==> config.mk <==
export PLATFORM = sky130hd
export DESIGN_NAME = stream_upsize_buf
export DESIGN_NICKNAME = d
export VERILOG_FILES = /design/src/rtl/stream_upsize_buf.sv
export SDC_FILE = /design/constraint.sdc
export NUM_CORES = 1
export LEC_CHECK = 0
export CORE_MARGIN = 2
export CORE_UTILIZATION = 45
export CTS_CLUSTER_DIAMETER = 100
export DETAILED_ROUTE_END_ITERATION = 8
export HOLD_SLACK_MARGIN = 0.03
export PLACE_DENSITY_LB_ADDON = 0.12
export SETUP_SLACK_MARGIN = 0.05
export SYNTH_ARGS = -nofsm -noshare
export SYNTH_HDL_FRONTEND = slang
export SYNTH_SLANG_ARGS = --single-unit
==> constraint.sdc <==
create_clock -name clk -period 3.4 [get_ports clk]
set_clock_uncertainty 0.2 [all_clocks]
set_input_delay 0.51 -clock clk [delete_from_list [all_inputs] [get_ports clk]]
set_output_delay 0.51 -clock clk [all_outputs]
set_load 0.1 [all_outputs]
==> src/rtl/stream_upsize_buf.sv <==
// Narrow-to-wide stream packer: gathers up to T_DATA_RATIO beats into one wide word
// with per-lane keep and queues committed words in an OUT_DEPTH-entry output FIFO.
module stream_upsize_buf #(
  parameter int T_DATA_WIDTH = 8,
  parameter int T_DATA_RATIO = 4,
  parameter int OUT_DEPTH    = 4,
  parameter int TIMEOUT      = 0
) (
  input  logic                          clk,
  input  logic                          rst,
  input  logic [T_DATA_WIDTH-1:0]       s_data_i,
  input  logic                          s_last_i,
  input  logic                          s_valid_i,
  output logic                          s_ready_o,
  input  logic                          flush_i,
  output logic [T_DATA_WIDTH-1:0]       m_data_o [0:T_DATA_RATIO-1],
  output logic [T_DATA_RATIO-1:0]       m_keep_o,
  output logic                          m_last_o,
  output logic                          m_valid_o,
  input  logic                          m_ready_i,
  output logic [$clog2(OUT_DEPTH):0]    occupancy_o
);

  localparam int IDX_W  = $clog2(T_DATA_RATIO);
  localparam int PTR_W  = $clog2(OUT_DEPTH);
  localparam int CNT_W  = PTR_W + 1;
  localparam int IDLE_W = $clog2(TIMEOUT + 2);
  localparam int TO_THR = (TIMEOUT == 0) ? 0 : TIMEOUT - 1;
  localparam bit TO_EN  = (TIMEOUT != 0);

  typedef logic [T_DATA_WIDTH-1:0] lane_t;

  lane_t                   acc_lane_r [0:T_DATA_RATIO-1];
  logic [T_DATA_RATIO-1:0] acc_keep_r;
  logic [IDX_W-1:0]        idx_r;
  logic [IDLE_W-1:0]       idle_r;
  logic                    flush_pend_r;

  lane_t                   mem_data_r [0:OUT_DEPTH-1][0:T_DATA_RATIO-1];
  logic [T_DATA_RATIO-1:0] mem_keep_r [0:OUT_DEPTH-1];
  logic                    mem_last_r [0:OUT_DEPTH-1];
  logic [PTR_W-1:0]        wr_ptr_r;
  logic [PTR_W-1:0]        rd_ptr_r;
  logic [CNT_W-1:0]        count_r;

  lane_t                   lane_m_s [0:T_DATA_RATIO-1];
  logic [T_DATA_RATIO-1:0] keep_m_s;
  logic                    accept_s;
  logic                    full_hit_s;
  logic                    last_hit_s;
  logic                    flush_req_s;
  logic                    to_hit_s;
  logic                    fifo_full_s;
  logic                    commit_s;
  logic                    pop_s;

  // Merge the incoming beat into the accumulator and decide whether a word commits.
  always_comb begin
    fifo_full_s = (count_r == CNT_W'(OUT_DEPTH));
    s_ready_o   = ~fifo_full_s & ~rst;
    accept_s    = s_valid_i & s_ready_o;
    keep_m_s    = acc_keep_r;
    for (int i = 0; i < T_DATA_RATIO; i++) begin
      if (accept_s && (idx_r == IDX_W'(i))) begin
        lane_m_s[i] = s_data_i;
        keep_m_s[i] = 1'b1;
      end else begin
        lane_m_s[i] = acc_lane_r[i];
      end
    end
    full_hit_s  = accept_s & (idx_r == IDX_W'(T_DATA_RATIO - 1));
    last_hit_s  = accept_s & s_last_i;
    flush_req_s = (flush_i | flush_pend_r) & ((acc_keep_r != '0) | accept_s);
    // Timeout fires on the edge where the idle count would reach TIMEOUT.
    to_hit_s    = TO_EN & (acc_keep_r != '0) & ~accept_s & (idle_r >= IDLE_W'(TO_THR));
    commit_s    = (full_hit_s | last_hit_s | flush_req_s | to_hit_s) & ~fifo_full_s;
    m_valid_o   = (count_r != '0);
    pop_s       = m_valid_o & m_ready_i;
  end

  // Accumulator lanes, lane index, idle counter and deferred-flush flag.
  always_ff @(posedge clk) begin
    if (rst) begin
      for (int i = 0; i < T_DATA_RATIO; i++) acc_lane_r[i] <= '0;
      acc_keep_r   <= '0;
      idx_r        <= '0;
      idle_r       <= '0;
      flush_pend_r <= 1'b0;
    end else if (commit_s) begin
      for (int i = 0; i < T_DATA_RATIO; i++) acc_lane_r[i] <= '0;
      acc_keep_r   <= '0;
      idx_r        <= '0;
      idle_r       <= '0;
      flush_pend_r <= 1'b0;
    end else begin
      if (accept_s) begin
        for (int i = 0; i < T_DATA_RATIO; i++) acc_lane_r[i] <= lane_m_s[i];
        acc_keep_r <= keep_m_s;
        idx_r      <= idx_r + IDX_W'(1);
      end
      flush_pend_r <= flush_req_s;
      if (accept_s || (acc_keep_r == '0)) begin
        idle_r <= '0;
      end else if (idle_r < IDLE_W'(TIMEOUT)) begin
        idle_r <= idle_r + IDLE_W'(1);
      end
    end
  end

  // Output FIFO pointers and occupancy.
  always_ff @(posedge clk) begin
    if (rst) begin
      wr_ptr_r <= '0;
      rd_ptr_r <= '0;
      count_r  <= '0;
    end else begin
      if (commit_s) wr_ptr_r <= wr_ptr_r + PTR_W'(1);
      if (pop_s)    rd_ptr_r <= rd_ptr_r + PTR_W'(1);
      case ({commit_s, pop_s})
        2'b10:   count_r <= count_r + CNT_W'(1);
        2'b01:   count_r <= count_r - CNT_W'(1);
        default: count_r <= count_r;
      endcase
    end
  end

  // FIFO storage; entries are only observed through the valid-gated head.
  always_ff @(posedge clk) begin
    if (commit_s) begin
      for (int i = 0; i < T_DATA_RATIO; i++) mem_data_r[wr_ptr_r][i] <= lane_m_s[i];
      mem_keep_r[wr_ptr_r] <= keep_m_s;
      mem_last_r[wr_ptr_r] <= last_hit_s;
    end
  end

  // Head of FIFO drives the output; reads zero when nothing is queued.
  always_comb begin
    occupancy_o = count_r;
    if (m_valid_o) begin
      for (int i = 0; i < T_DATA_RATIO; i++) m_data_o[i] = mem_data_r[rd_ptr_r][i];
      m_keep_o = mem_keep_r[rd_ptr_r];
      m_last_o = mem_last_r[rd_ptr_r];
    end else begin
      for (int i = 0; i < T_DATA_RATIO; i++) m_data_o[i] = '0;
      m_keep_o = '0;
      m_last_o = 1'b0;
    end
  end

endmodule
After elaboration in Yosys (flattened, before gate mapping):

Memory sizes are Yosys's and may differ from the RTL's. A register that Yosys moved wholly into a read port is not among the register bits.
Cells that the tools add are included.

* register bits: 14
* bits in writable memories: 180
* input port bits: 14
* output and inout bits: 42
* word-level logic and storage cells: 87
* memories: 4

* $add $sub $neg: 5
* equality and inequality tests: 6
* multiplexer cells: 36
* bitwise operators: 21
* reduce and logical (&&, ||, !) cells: 9

Memories
* mem_data_r: words 4, bits a word 32, rd ports 1, clocked after memory_dff 1, wr ports 1, RTL line 39 `lane_t mem_data_r [0:OUT_DEPTH-1][0:T_DATA_RATIO-1];`
* acc_lane_r: words 4, bits a word 8, rd ports 4, clocked after memory_dff 0, wr ports 4, RTL line 33 `lane_t acc_lane_r [0:T_DATA_RATIO-1];`
* mem_keep_r: words 4, bits a word 4, rd ports 1, clocked after memory_dff 1, wr ports 1, RTL line 40 `logic [T_DATA_RATIO-1:0] mem_keep_r [0:OUT_DEPTH-1];`
* mem_last_r: words 4, bits a word 1, rd ports 1, clocked after memory_dff 1, wr ports 1, RTL line 41 `logic mem_last_r [0:OUT_DEPTH-1];`

Operators with widths (number)
* two-way mux 8 bit: 12
* two-way mux 32 bit: 1
* two-way mux 1 bit: 15
* two-way mux 2 bit: 6
* OR 1 bit: 12
* AND 1 bit: 7
* adder 2 x 1 -> 2 bit (second input constant): 3
* == test 2 bit (second input constant): 3
* case mux 3 bit (2 select lines): 1
* == test 2 x 1 -> 1 bit (second input constant): 2
* logical AND 1 bit: 4
* two-way mux 4 bit: 1
* nonzero test 4 bit: 1
* adder 3 x 1 -> 3 bit (second input constant): 1
* == test 3 bit (second input constant): 1
* nonzero test 3 bit: 1
* subtractor 3 x 1 -> 3 bit (second input constant): 1
* zero test 2 bit: 1
* inverter 1 bit: 2
* nonzero test 2 bit: 1
* OR reduction 2 bit: 1

Depth between registers and ports, before layout:

Gate-level depths: netlist (run 1).

* depth in word-level cells: 13
* depth in mapped cells: 10
* gate-level depth less buffers: 9

Worst setup path before layout (run 1):

No wires, ideal clock.

* path kind: register to register
* from: register count_r[0] (netlist: occupancy_o[0])
* to: memory mem_data_r[0][0] (netlist bit) (enable)
* library setup time: 0.436 ns
* arrival time: 3.397 ns
* required time: 2.764 ns
* path slack: -0.632 ns
* cell stages (with the launch flop): 6
* path buffers: 1
* clock period less this slack: 4.032 ns
* cell sequence: dfxtp_1 > or3b_1 > buf_2 > and2_4 > a21oi_4 > nor2b_1

* word-level cells in the longest chain between the ends: 10
* elaborated cells on any way between the ends: 13
* classes of those cells: 1 x eq/ne; 2 x mux; 10 x bitwise

Ends and longest elaborated chain
* start: declaration: RTL line 44 `logic [CNT_W-1:0] count_r;`
* start signal: assignment: RTL line 120 `2'b10: count_r <= count_r + CNT_W'(1);`
* start signal: assignment: RTL line 121 `2'b01: count_r <= count_r - CNT_W'(1);`
* start signal: assignment: RTL line 122 `default: count_r <= count_r;`
* == test 3 bit *: RTL line 59 `fifo_full_s = (count_r == CNT_W'(OUT_DEPTH));`
* inverter 1 bit *: RTL line 60, 76
* AND 1 bit: RTL line 60 `s_ready_o = ~fifo_full_s & ~rst;`
* AND 1 bit: RTL line 61 `accept_s = s_valid_i & s_ready_o;`
* AND 1 bit (tied with other cells): RTL line 71 `full_hit_s = accept_s & (idx_r == IDX_W'(T_DATA_RATIO - 1));`
* OR 1 bit / AND 1 bit (equally long branches): RTL line 76, 73
* OR 1 bit: RTL line 76 `commit_s = (full_hit_s | last_hit_s | flush_req_s | to_hit_s) & ~fifo_full_s;`
* AND 1 bit *: RTL line 76
* two-way mux 1 bit *: RTL line 129 `if (commit_s) begin`
* two-way mux 1 bit (implied by the code) *: RTL line 130 `for (int i = 0; i < T_DATA_RATIO; i++) mem_data_r[wr_ptr_r][i] <= lane_m_s[i];`
* end: declaration: RTL line 39

Mark *: on every way between the ends. The rest lies on a longest branch, timed or not.

Worst setup path after layout (run 1):

* from: register count_r[0] (netlist: occupancy_o[0])
* to: register count_r[2] (netlist: occupancy_o[2])

* word-level cells in the longest chain between the ends: 10
* elaborated cells on any way between the ends: 19
* classes of those cells: 2 x add/sub; 3 x eq/ne; 1 x mux; 11 x bitwise; 2 x reduce/logical

Ends and longest elaborated chain
* == test 3 bit: RTL line 59
* inverter 1 bit: RTL line 60, 76
* AND 1 bit: RTL line 60
* AND 1 bit: RTL line 61
* AND 1 bit (tied with other cells): RTL line 71
* OR 1 bit / AND 1 bit (equally long branches): RTL line 76, 73
* OR 1 bit: RTL line 76
* AND 1 bit: RTL line 76
* == test 2 x 1 -> 1 bit / == test 2 bit (equally long branches): RTL line 119 `case ({commit_s, pop_s})`
* case mux 3 bit (2 select lines) / nonzero test 2 bit (equally long branches)

Parallel ways exist; a longest one is shown, timed or not.
A chain may end at the register's enable or synchronous reset.

==> results.md, run 1 <==
Outcome
• complete, no violations — result of the run

Power and ir drop
• 3.30 nW — static leakage power
• 3.42 mW — net load switching power
• 885 nW/um2 — power density over the cells
• 8.74 mW — Overall Power
• 39.2% — Net Sw Frac
• 22.6% — fraction of power consumed by the clock network
• 44.8% — fraction of power consumed by combinational cells
• 32.6% — proportion of power drawn by flip-flops and latches
• 736 uV — largest vdd supply drop
• 5.32 mW — internal power

Die
• 19000 um2 — die footprint
• 56 — Top-Level Pins
• 138 um — die width
• 17400 um2 — Core Region
• 48 — std cell rows
• 46.2% — Initial Util
• 138 um — die span in y

Layout
• 534 — net total in the final layout
• 0 — number of diodes added for antenna fixing
• sky130_fd_sc_hd__edfxtp_1 — commonest non-fill, non-tap cell in the layout
• 22.8% — layout overhead on the synthesized area
• 33.7% — fraction of final layout cells with drive strength greater than 1
• sky130_fd_sc_hd__edfxtp_1, sky130_fd_sc_hd__and2_1, sky130_fd_sc_hd__buf_12 — commonest cells after routing, fill and taps aside

Clock network
• 0 — number of buffers added for setup after CTS
• 0.07 ns — Worst-path clk slew
• 0.43 ns — worst-skew pair later-pin latency
• 2 — Clock Tree Buf Depth
• 17 — number of CTS-inserted buffers
• sky130_fd_sc_hd__clkbuf_16 — master cell of the clock root buffer
• 0 — hold_buf cts
• 4 — Max H-tree Level
• done — clock tree from TritonCTS
• 196 — TritonCTS sink count
• 0 — cells resized by post-CTS repair

Synth
• 39 — Yosys cell types
• 463 — synthesized netlist net count
• sky130_fd_sc_hd__edfxtp_1 — Main synth FF type
• 172 — number of flops mapped to enable cells by yosys
• 196 — Yosys reg bits
• 0 — warning count from the yosys run
• 439 — Synth Instances
• 18.3 um2 — average cell area after synthesis
• 70.2% — sequential share of the synthesized area
• 8040 um2 — Syn Std Cell Area
• 0% — fraction of registers with async set/reset

Timing
• 0.613 ns — slew of the pin with the lowest slew margin
• false — setup repair after global routing missed its margin
• 349 MHz — max frequency
• 0.538 ns — post-route setup slack
• 84.2% — final critical-path share of the clock period
• 0 — setup violation total in the final timing report
• 0 — final hold vios
• 0 ns — TNS Setup
• 58.7% — headroom to the max-slew limit
• 2.86 ns — time the worst path needs with I/O delays and setup
• 0 — final count of pins violating max slew

Worst setup path
• 0.58 ns — largest stage delay on the critical path
• flop — endpoint kind of the worst setup timing path
• or3b_1, and2_4, a21oi_4, ha_1, inv_1, fa_1, xor2_1, or3_1, a21oi_1 — worst path cell trace
• sky130_fd_sc_hd__or3b_1 — master of the slowest instance on the critical path
• 1 — number of buffer and inverter stages on the critical path
• flop — startpoint class of the critical path
• flop to flop — critical path start-end classification
• simple AND/OR/NAND/NOR gates — dominant delay contributor by cell family on the critical path
• 3.02 ns — critical path arrival
• 3.56 ns — data required time at the worst endpoint
• 8 — maximum fanout along the worst path

Placed design
• 0.138 ns — setup slack after placement
• 55 — number of buffers added on ports
• 0.789 — routability cong.
• 9080 um — final HPWL from detailed placement

Global route
• 0 — number of antenna violations at the first check in global routing
• 4129 — vias in the first global route
• 0 — global route total overflow
• 23500 um — wire length of the first global-routing pass
• 40 — pin count of the biggest net entering global routing
• 17.3% — global-route usage over all layers

Detailed routing
• 6 — router iterations before antenna repair
• 14800 um — WL final
• 284 — first-iteration detailed-routing DRC count
• 0 — number of DRC violations after detailed routing
• 0 — number of nets with antenna violations after detailed routing
• 5.30 — average via count per standard cell
• 19.8 um — post-detailed-route wirelength per cell
• 3965 — number of vias after detailed routing

Worst hold path
• flop to flop — Tightest Hold Check Type

Run
• 0 — max-cap check violation count

## flip-flops by register name (all words and copies together), names as in the netlist, named ones only
name,flops
idx_r,2
acc_lane_r,32
mem_data_r,128
acc_keep_r,4
wr_ptr_r,2
rd_ptr_r,2
mem_last_r,4
mem_keep_r,16
occupancy_o,3
flush_pend_r,1
## metal layers
metal / vias up / global-route usage (%) / routed length, um
li1: 1822 / - / -
met1: 2044 / 24.1 / 6800
met2: 81 / 27.2 / 7240
met3: 18 / 3.20 / 492
met4: 0 / 6.63 / 249
met5: - / 0 / 0
## layout make-up
type,count,area (um2)
tap,225,282
clock inverter,11,135
sequential,196,5650
timing repair buffer,70,1030
inverter,7,26.3
multi-input combinational,218,2320
clock buffer,21,440
fill,1367,7530
## power by group through the flow
| stage | clock [mW] | combinational [mW] | sequential [mW] |
|---|---|---|---|
| after floorplan | 0 | 2.56 | 2.98 |
| after global placement | 0 | 3.95 | 2.89 |
| after detailed placement | 0 | 3.97 | 2.90 |
| after CTS | 2.01 | 3.98 | 2.85 |
| after global routing | 2.10 | 4.10 | 2.86 |
| final | 1.97 | 3.92 | 2.85 |
## Yosys cell counts (all sizes together), types with 3 or more instances
cell | number | share of area (%)
edfxtp | 172 | 64
and2 | 39 | 3.1
mux4 | 37 | 10
mux2 | 33 | 4.6
nor2b | 33 | 2.6
dfxtp | 24 | 6.0
nor2 | 21 | 1.2
clkbuf | 11 | 0.51
mux2i | 10 | 1.2
ha | 9 | 1.4
buf | 7 | 0.54
inv | 7 | 0.33
nand2b | 7 | 0.54
nand3 | 4 | 0.44
a21oi | 3 | 0.33
xor2 | 3 | 0.33
## worst min-delay path, stage by stage, from the launching register on
cell and delay [ns]:
sky130_fd_sc_hd__dfxtp_1 0.33, sky130_fd_sc_hd__mux2i_1 0.08, sky130_fd_sc_hd__nor2_2 0.07
## metrics by stage
| step | utilization [%] | hold WS (ns) | cells | instance area, um2 |
|---|---|---|---|---|
| finish | 56.7 | 0.300 | 748 | 9880 |
| detailed placement | 53.4 | 0.291 | 716 | 9310 |
| CTS | 56.7 | 0.310 | 748 | 9880 |
| global placement | 53.4 | 0.278 | 716 | 9310 |
| floorplan | - | 0.264 | 439 | 8050 |
| global route | 56.7 | 0.337 | 748 | 9880 |
## cells by family (layout without fill, tap and decap cells)
| group | Yosys count | in the layout | synth area share (%) |
|---|---|---|---|
| and+or+nand+nor | 117 | 117 | 9.33 |
| DFF | 196 | 196 | 70.2 |
| xor gates and xnor gates | 5 | 5 | 0.545 |
| muxes | 80 | 80 | 16.2 |
| adders and majority gates | 10 | 10 | 1.65 |
| AOI/OAI and AO/OA | 6 | 6 | 0.684 |
| buffers and inverters | 25 | 109 | 1.38 |
## path summary, 6_finish.rpt
path | from | to | slack, ns | cells after the start
hold reg to reg | acc_lane_r[2][3] | acc_lane_r[2][3] | 0.30 | 2
setup reg to reg | occupancy_o[0] | occupancy_o[2] | 0.54 | 9
hold / removal | acc_lane_r[2][3] | acc_lane_r[2][3] | 0.30 | 2
setup / recovery | occupancy_o[0] | occupancy_o[2] | 0.54 | 9
No activity file was read; power rests on OpenSTA's default activity.
==> run 2, diff against run 1 <==
- clock period: 3.4 -> 2.69 ns (I/O delays scaled with it)
==> run 2 against run 1 <==
  * Combinational power grew 32%
  * Count of clock-buffer cells in the layout fell by 1
  * Via count rose by 1.9%
  * Die area did not move
  * Utilization rose by 1.4 points
  * Sequential share of layout area shrank 1.3 points
  * Clock power rose by 17%
  * First-iteration DRC count decreased by 15%
  * Design area up 2.5%
  * Worst hold slack got worse by 0.0073 ns
  * Sequential power rose by 27%
  * Highest routed layer unchanged
==> results.md, run 2 (synthesis results as in run 1) <==
Die
• 56 — Top-Level Pins, unchanged
• 138 um — die width, unchanged
• 46.2% — Initial Util, unchanged
• 17400 um2 — Core Region, unchanged
• 48 — std cell rows, unchanged
• 138 um — die span in y, unchanged
• 19000 um2 — die footprint, unchanged

Layout
• 0 — number of diodes added for antenna fixing, unchanged
• 41.0% — fraction of final layout cells with drive strength greater than 1, was 33.7%
• 25.9% — layout overhead on the synthesized area, was 22.8%
• sky130_fd_sc_hd__edfxtp_1 — commonest non-fill, non-tap cell in the layout, unchanged
• 762 — filler-free cell count of the finished design, was 748
• mem_data_r — register name with the most flops, unchanged
• 551 — net total in the final layout, was 534
• mem_data_r (128), acc_lane_r (32), mem_keep_r (16) — biggest regs, unchanged
• sky130_fd_sc_hd__edfxtp_1, sky130_fd_sc_hd__buf_12, sky130_fd_sc_hd__mux4_2 — commonest cells after routing, fill and taps aside, was sky130_fd_sc_hd__edfxtp_1, sky130_fd_sc_hd__and2_1, sky130_fd_sc_hd__buf_12
• 128 — max reg flops, unchanged

Timing
• 71.5% — headroom to the max-slew limit, was 58.7%
• true — setup repair after global routing missed its margin, was false
• 0 — setup violation total in the final timing report, unchanged
• 0 — final count of pins violating max slew, unchanged
• 0.427 ns — slew of the pin with the lowest slew margin, was 0.613 ns
• 388 MHz — max frequency
• 0 — final hold vios, unchanged
• 95.9% — final critical-path share of the clock period
• 2.58 ns — time the worst path needs with I/O delays and setup

Worst setup path
• 19 — maximum fanout along the worst path, was 8
• 1.98 ns — critical path arrival, was 3.02 ns
• buf_12, mux4_2, and2_2, buf_12 — worst path cell trace, was or3b_1, and2_4, a21oi_4, ha_1, inv_1, fa_1, xor2_1, or3_1, a21oi_1
• sky130_fd_sc_hd__mux4_2 — master of the slowest instance on the critical path, was sky130_fd_sc_hd__or3b_1
• sky130_fd_sc_hd__buf_12 — critical path's most frequent cell
• idx_r[0] — r2r startpoint, was occupancy_o[0]
• 2.09 ns — data required time at the worst endpoint, was 3.56 ns
• 0.55 ns — largest stage delay on the critical path, was 0.58 ns
• flop — startpoint class of the critical path, unchanged
• flop to output port — critical path start-end classification, was flop to flop
• output port — endpoint kind of the worst setup timing path, was flop

Placed design
• 55 — number of buffers added on ports, unchanged
• 732 — Placed Cells incl. Taps, was 716
• 9630 um — final HPWL from detailed placement, was 9080 um
• 0.742 — routability cong., was 0.789

Worst hold path
• acc_lane_r[2][4] — worst min-delay path startpoint, was acc_lane_r[2][3]
• flop to flop — Tightest Hold Check Type, unchanged

Power and ir drop
• 1370 uV — largest vdd supply drop, was 736 uV
• 1090 nW/um2 — power density over the cells, was 885 nW/um2
• 3.42 nW — static leakage power, was 3.30 nW
• 11.1 mW — Overall Power, was 8.74 mW

Detailed routing
• 4041 — number of vias after detailed routing, was 3965
• 4 — router iterations before antenna repair, was 6
• 0 — number of DRC violations after detailed routing, unchanged
• 241 — first-iteration detailed-routing DRC count, was 284
• 19.9 um — post-detailed-route wirelength per cell, was 19.8 um
• 0 — number of nets with antenna violations after detailed routing, unchanged
• 15200 um — WL final, was 14800 um
• 5.30 — average via count per standard cell, about the same

Clock network
• 2 — Clock Tree Buf Depth, unchanged
• 0 — hold_buf cts, unchanged
• sky130_fd_sc_hd__clkbuf_16 — master cell of the clock root buffer, unchanged
• done — clock tree from TritonCTS, unchanged
• 17 — number of CTS-inserted buffers, unchanged
• 0.43 ns — worst-skew pair later-pin latency, about the same
• 196 — TritonCTS sink count, unchanged
• 4 — Max H-tree Level, unchanged
• 0.06 ns — Worst-path clk slew, was 0.07 ns

Outcome
• complete, no violations — result of the run, unchanged

Global route
• 17.5% — global-route usage over all layers, was 17.3%
• 23600 um — wire length of the first global-routing pass, was 23500 um
• 0 — number of antenna violations at the first check in global routing, unchanged
• 0 — global route total overflow, unchanged
• 4159 — vias in the first global route, was 4129
• 40 — pin count of the biggest net entering global routing, unchanged

Run
• 0 — max-cap check violation count, unchanged

-- run 2: cell count changes in the layout (fill, tap and decap cells not counted), sizes merged --
| cell | delta |
|---|---|
| buf | +17 |
| clkinv | +1 |
| bufinv | -2 |
| clkbuf | -1 |
| clkinvlp | -3 |
| inv | +2 |
-- run 2: metal layers --
layer	global-route usage [%]	share of wire, %	vias up	wire, um
li1	-	-	1844	-
met1	23.2	45	2119	6780
met2	28.7	51	63	7680
met3	3.90	3.4	15	511
met4	6.01	1.5	0	235
met5	0	0	-	0
-- run 2: final timing paths --
check	endpoint	slack, ns	depth (start not counted)
worst max register to register	occupancy_o[2]	0.12	9
worst max-delay path	m_data_o[23]	0.11	4
worst min register to register	acc_lane_r[2][4]	0.29	2
worst min-delay path	acc_lane_r[2][4]	0.29	2
-- run 2: critical path: cells and delay by family, from the launching register on --
family,cells,cell delay [ns]
DFF,1,0.38
and+or+nand+nor,1,0.23
buffers and inverters,2,0.37
muxes,1,0.55
-- run 2: metrics by stage --
stage	cell area, um2	setup TNS [ns]	hold slack (ns)	setup WS [ns]	utilization, %
global route	10100	0	0.319	0.0311	58.2
global placement	9600	-0.825	0.274	-0.250	55.1
CTS	10100	0	0.301	0.0474	58.1
detailed placement	9600	-1.69	0.287	-0.311	55.1
floorplan	8130	-0.522	0.264	-0.311	-
finish	10100	0	0.292	0.111	58.2
-- run 2: timing repair --
item / CTS / global route
buffers inserted: 1 / 0
pin swaps: 1 / 1
gates resized for setup: 1 / 1
setup endpoints to repair: 2 / 5
-- run 2: area by class of cell --
class / instances / area (um2)
inverters: 7 / 26.3
repair buffers: 87 / 1290
fillers: 1344 / 7290
clock buffers: 20 / 437
clock inverters: 9 / 82.6
flip-flops and latches: 196 / 5660
well taps: 225 / 282
multi-input cells: 218 / 2360
-- run 2: where the power goes --
part | internal [mW] | leakage [nW] | total (mW) | switching, mW
Sequential | 3.54 | 1.81 | 3.61 | 0.0761
Combinational | 1.90 | 1.36 | 5.16 | 3.26
Clock | 1.26 | 0.254 | 2.31 | 1.05
Total | 6.70 | 3.42 | 11.1 | 4.39
==> run 3, diff against run 2 <==
- ABC_AREA: default -> 1
- CELL_PAD_IN_SITES_DETAIL_PLACEMENT: default -> 0
- CELL_PAD_IN_SITES_GLOBAL_PLACEMENT: default -> 1
- TNS_END_PERCENT: default -> 50
==> run 3 against run 2 <==
  * Sequential cell count unchanged
  * Sequential power rose by 5.8%
  * Count of clock-buffer cells in the layout fell by 1
  * Largest power group unchanged
  * Register-to-register slack gained 0.23 ns
  * Utilization rose by 1.1 points
==> results.md, run 3 <==
Die
• 140 um — die width, was 138 um
• 19500 um2 — die footprint, was 19000 um2
• 49 — std cell rows, was 48
• 46.0% — Initial Util, was 46.2%
• 140 um — die span in y, was 138 um
• 56 — Top-Level Pins, unchanged
• 18000 um2 — Core Region, was 17400 um2

Synth
• 10.8 um2 — average cell area after synthesis, was 18.3 um2
• 8260 um2 — Syn Std Cell Area, was 8040 um2
• sky130_fd_sc_hd__edfxtp_1 — most area-hungry cell type in the Yosys netlist, unchanged
• 26 — Yosys cell types, was 39
• sky130_fd_sc_hd__edfxtp_1 — Main synth FF type, unchanged
• sky130_fd_sc_hd__nor2_1 — cell with the most instances after synthesis, was sky130_fd_sc_hd__edfxtp_1
• 0 — warning count from the yosys run, unchanged
• 0% — fraction of registers with async set/reset, unchanged
• 764 — Synth Instances, was 439
• 172 — number of flops mapped to enable cells by yosys, unchanged
• 196 — Yosys reg bits, unchanged
• 788 — synthesized netlist net count, was 463
• 62.5% — share of the synthesized area in the top cell type, was 64.2%
• 68.3% — sequential share of the synthesized area, was 70.2%
• sky130_fd_sc_hd__nor2_1, sky130_fd_sc_hd__edfxtp_1, sky130_fd_sc_hd__o21ai_0, sky130_fd_sc_hd__nand2_1, sky130_fd_sc_hd__inv_1 — most frequent cells after synthesis, was sky130_fd_sc_hd__edfxtp_1, sky130_fd_sc_hd__and2_1, sky130_fd_sc_hd__mux4_2, sky130_fd_sc_hd__nor2b_1, sky130_fd_sc_hd__mux2_2
• sky130_fd_sc_hd__edfxtp_1, sky130_fd_sc_hd__nor2_1, sky130_fd_sc_hd__dfxtp_1 — top cells by area in the synthesized netlist, was sky130_fd_sc_hd__edfxtp_1, sky130_fd_sc_hd__mux4_2, sky130_fd_sc_hd__dfxtp_1

Timing
• 0 — final hold vios, unchanged
• 62.9% — headroom to the max-slew limit, was 71.5%
• 2.55 ns — time the worst path needs with I/O delays and setup, was 2.58 ns
• 95.0% — final critical-path share of the clock period, was 95.9%
• 0.556 ns — slew of the pin with the lowest slew margin, was 0.427 ns
• 391 MHz — max frequency, was 388 MHz
• true — setup repair after global routing missed its margin, unchanged
• 0 — final count of pins violating max slew, unchanged
• 0 ns — TNS Setup, unchanged
• 0 — setup violation total in the final timing report, unchanged

Worst setup path
• sky130_fd_sc_hd__dfxtp_2 — master of the slowest instance on the critical path, was sky130_fd_sc_hd__mux4_2
• 1.95 ns — critical path arrival, was 1.98 ns
• 42 — maximum fanout along the worst path, was 19
• sky130_fd_sc_hd__nor2_1 — critical path's most frequent cell, was sky130_fd_sc_hd__buf_12
• 2.09 ns — data required time at the worst endpoint, about the same
• flop — startpoint class of the critical path, unchanged
• flop to output port — critical path start-end classification, unchanged
• clkbuf_8, nor2_1, nor2_1, o21ai_0, a21oi_2, buf_12 — worst path cell trace, was buf_12, mux4_2, and2_2, buf_12
• 0.39 ns — largest stage delay on the critical path, was 0.55 ns
• output port — endpoint kind of the worst setup timing path, unchanged

Layout
• mem_data_r — register name with the most flops, unchanged
• mem_data_r (128), acc_lane_r (32), mem_keep_r (16) — biggest regs, unchanged
• 59.3% — final core utilization, was 58.2%
• 1405 — Filler Cells Inserted, was 1344
• 19.6% — fraction of final layout cells with drive strength greater than 1, was 41.0%
• sky130_fd_sc_hd__nor2_1 — commonest non-fill, non-tap cell in the layout, was sky130_fd_sc_hd__edfxtp_1
• sky130_fd_sc_hd__nor2_1, sky130_fd_sc_hd__edfxtp_1, sky130_fd_sc_hd__o21ai_0 — commonest cells after routing, fill and taps aside, was sky130_fd_sc_hd__edfxtp_1, sky130_fd_sc_hd__buf_12, sky130_fd_sc_hd__mux4_2
• 128 — max reg flops, unchanged
• 28.8% — layout overhead on the synthesized area, was 25.9%
• 855 — net total in the final layout, was 551
• 0 — number of diodes added for antenna fixing, unchanged

Detailed routing
• 0 — number of nets with antenna violations after detailed routing, unchanged
• 17.1 um — post-detailed-route wirelength per cell, was 19.9 um
• 5415 — number of vias after detailed routing, was 4041
• 18300 um — WL final, was 15200 um
• 0 — number of DRC violations after detailed routing, unchanged
• 5 — router iterations before antenna repair, was 4
• 414 — first-iteration detailed-routing DRC count, was 241
• 5.05 — average via count per standard cell, was 5.30

Placed design
• 11400 um — final HPWL from detailed placement, was 9630 um
• 0.756 — routability cong., was 0.742
• 55 — number of buffers added on ports, unchanged

Power and ir drop
• 1270 nW/um2 — power density over the cells, was 1090 nW/um2
• 4.03 nW — static leakage power, was 3.42 nW
• 1410 uV — largest vdd supply drop, was 1370 uV

Clock network
• done — clock tree from TritonCTS, unchanged
• sky130_fd_sc_hd__clkbuf_16 — master cell of the clock root buffer, unchanged
• 0.07 ns — Worst-path clk slew, was 0.06 ns
• 0 — number of buffers added for setup after CTS, was 1
• 0.44 ns — worst-skew pair later-pin latency, was 0.43 ns
• 17 — number of CTS-inserted buffers, unchanged
• 2 — Clock Tree Buf Depth, unchanged
• 196 — TritonCTS sink count, unchanged
• 4 — Max H-tree Level, unchanged

Global route
• 29400 um — wire length of the first global-routing pass, was 23600 um
• 0 — number of antenna violations at the first check in global routing, unchanged
• 5431 — vias in the first global route, was 4159
• 0 — global route total overflow, unchanged
• 19.8% — global-route usage over all layers, was 17.5%
• 43 — pin count of the biggest net entering global routing, was 40

Run
• 0 — max-cap check violation count, unchanged

Worst hold path
• flop to flop — Tightest Hold Check Type, unchanged

Outcome
• complete, no violations — result of the run, unchanged

run 3: path summary, 6_finish.rpt:
path	slack (ns)	from	cells after the start	endpoint
worst max-delay path	0.14	flop	6	m_keep_o[1]
worst min-delay path	0.27	rd_ptr_r[1]	2	flop
worst max register to register	0.35	occupancy_o[0]	14	occupancy_o[2]
worst min register to register	0.27	rd_ptr_r[1]	2	flop
run 3: metrics by stage:
step	instances	power [mW]	worst slack [ns]	area, um2	hold WS, ns
floorplan	764	8.71	-0.0820	8690	0.236
global placement	1041	11.0	-0.0797	10000	0.247
detailed placement	1041	11.1	-0.0782	10000	0.262
CTS	1072	13.6	0.0604	10600	0.273
global route	1072	14.0	-0.0102	10600	0.308
finish	1072	13.5	0.135	10600	0.268
run 3: power by group:
group / switching [mW] / internal (mW)
Clock: 1.08 / 1.46
Sequential: 0.112 / 3.71
Combinational: 4.94 / 2.21
run 3: logic make-up after synthesis:
kind of cell    count (synthesis)  share of synthesized area (%)
fa+ha+maj                      10                           1.61
flops                         196                           68.3
simple gates                  280                           14.2
buf+inv                       113                           5.66
compound gates                165                           10.2
run 3: layout make-up:
cell class                 instances  area, um2  share of cell area (%)
inverter                          78        297                    2.79
tap                              229        287                    2.69
sequential                       196       5660                    53.1
multi-input combinational        455       2560                    24.0
timing repair buffer              83       1260                    11.9
clock inverter                    12        153                    1.43
clock buffer                      19        433                    4.07
run 3: per-layer routing:
layer	GRT usage, %	wire [um]	vias to the layer above
met1	26.8	8050	2562
met4	5.90	198	0
li1	-	-	2706
met5	0	0	-
met3	3.82	998	14
met2	32.8	9050	133
run 3: timing repair:
action / CTS / global route
hold buffers: 0 / 0
setup endpoints to repair: 17 / 37
pin swaps: 0 / 0
gates resized for setup: 1 / 4
gates cloned: 0 / 0
run 3: worst max-delay path, delay by kind of cell, from the launching register on:
family                 cells  cell delay [ns]
buffers and inverters      2             0.53
DFF                        1             0.39
AOI/OAI and AO/OA          2             0.33
and+or+nand+nor            2             0.24
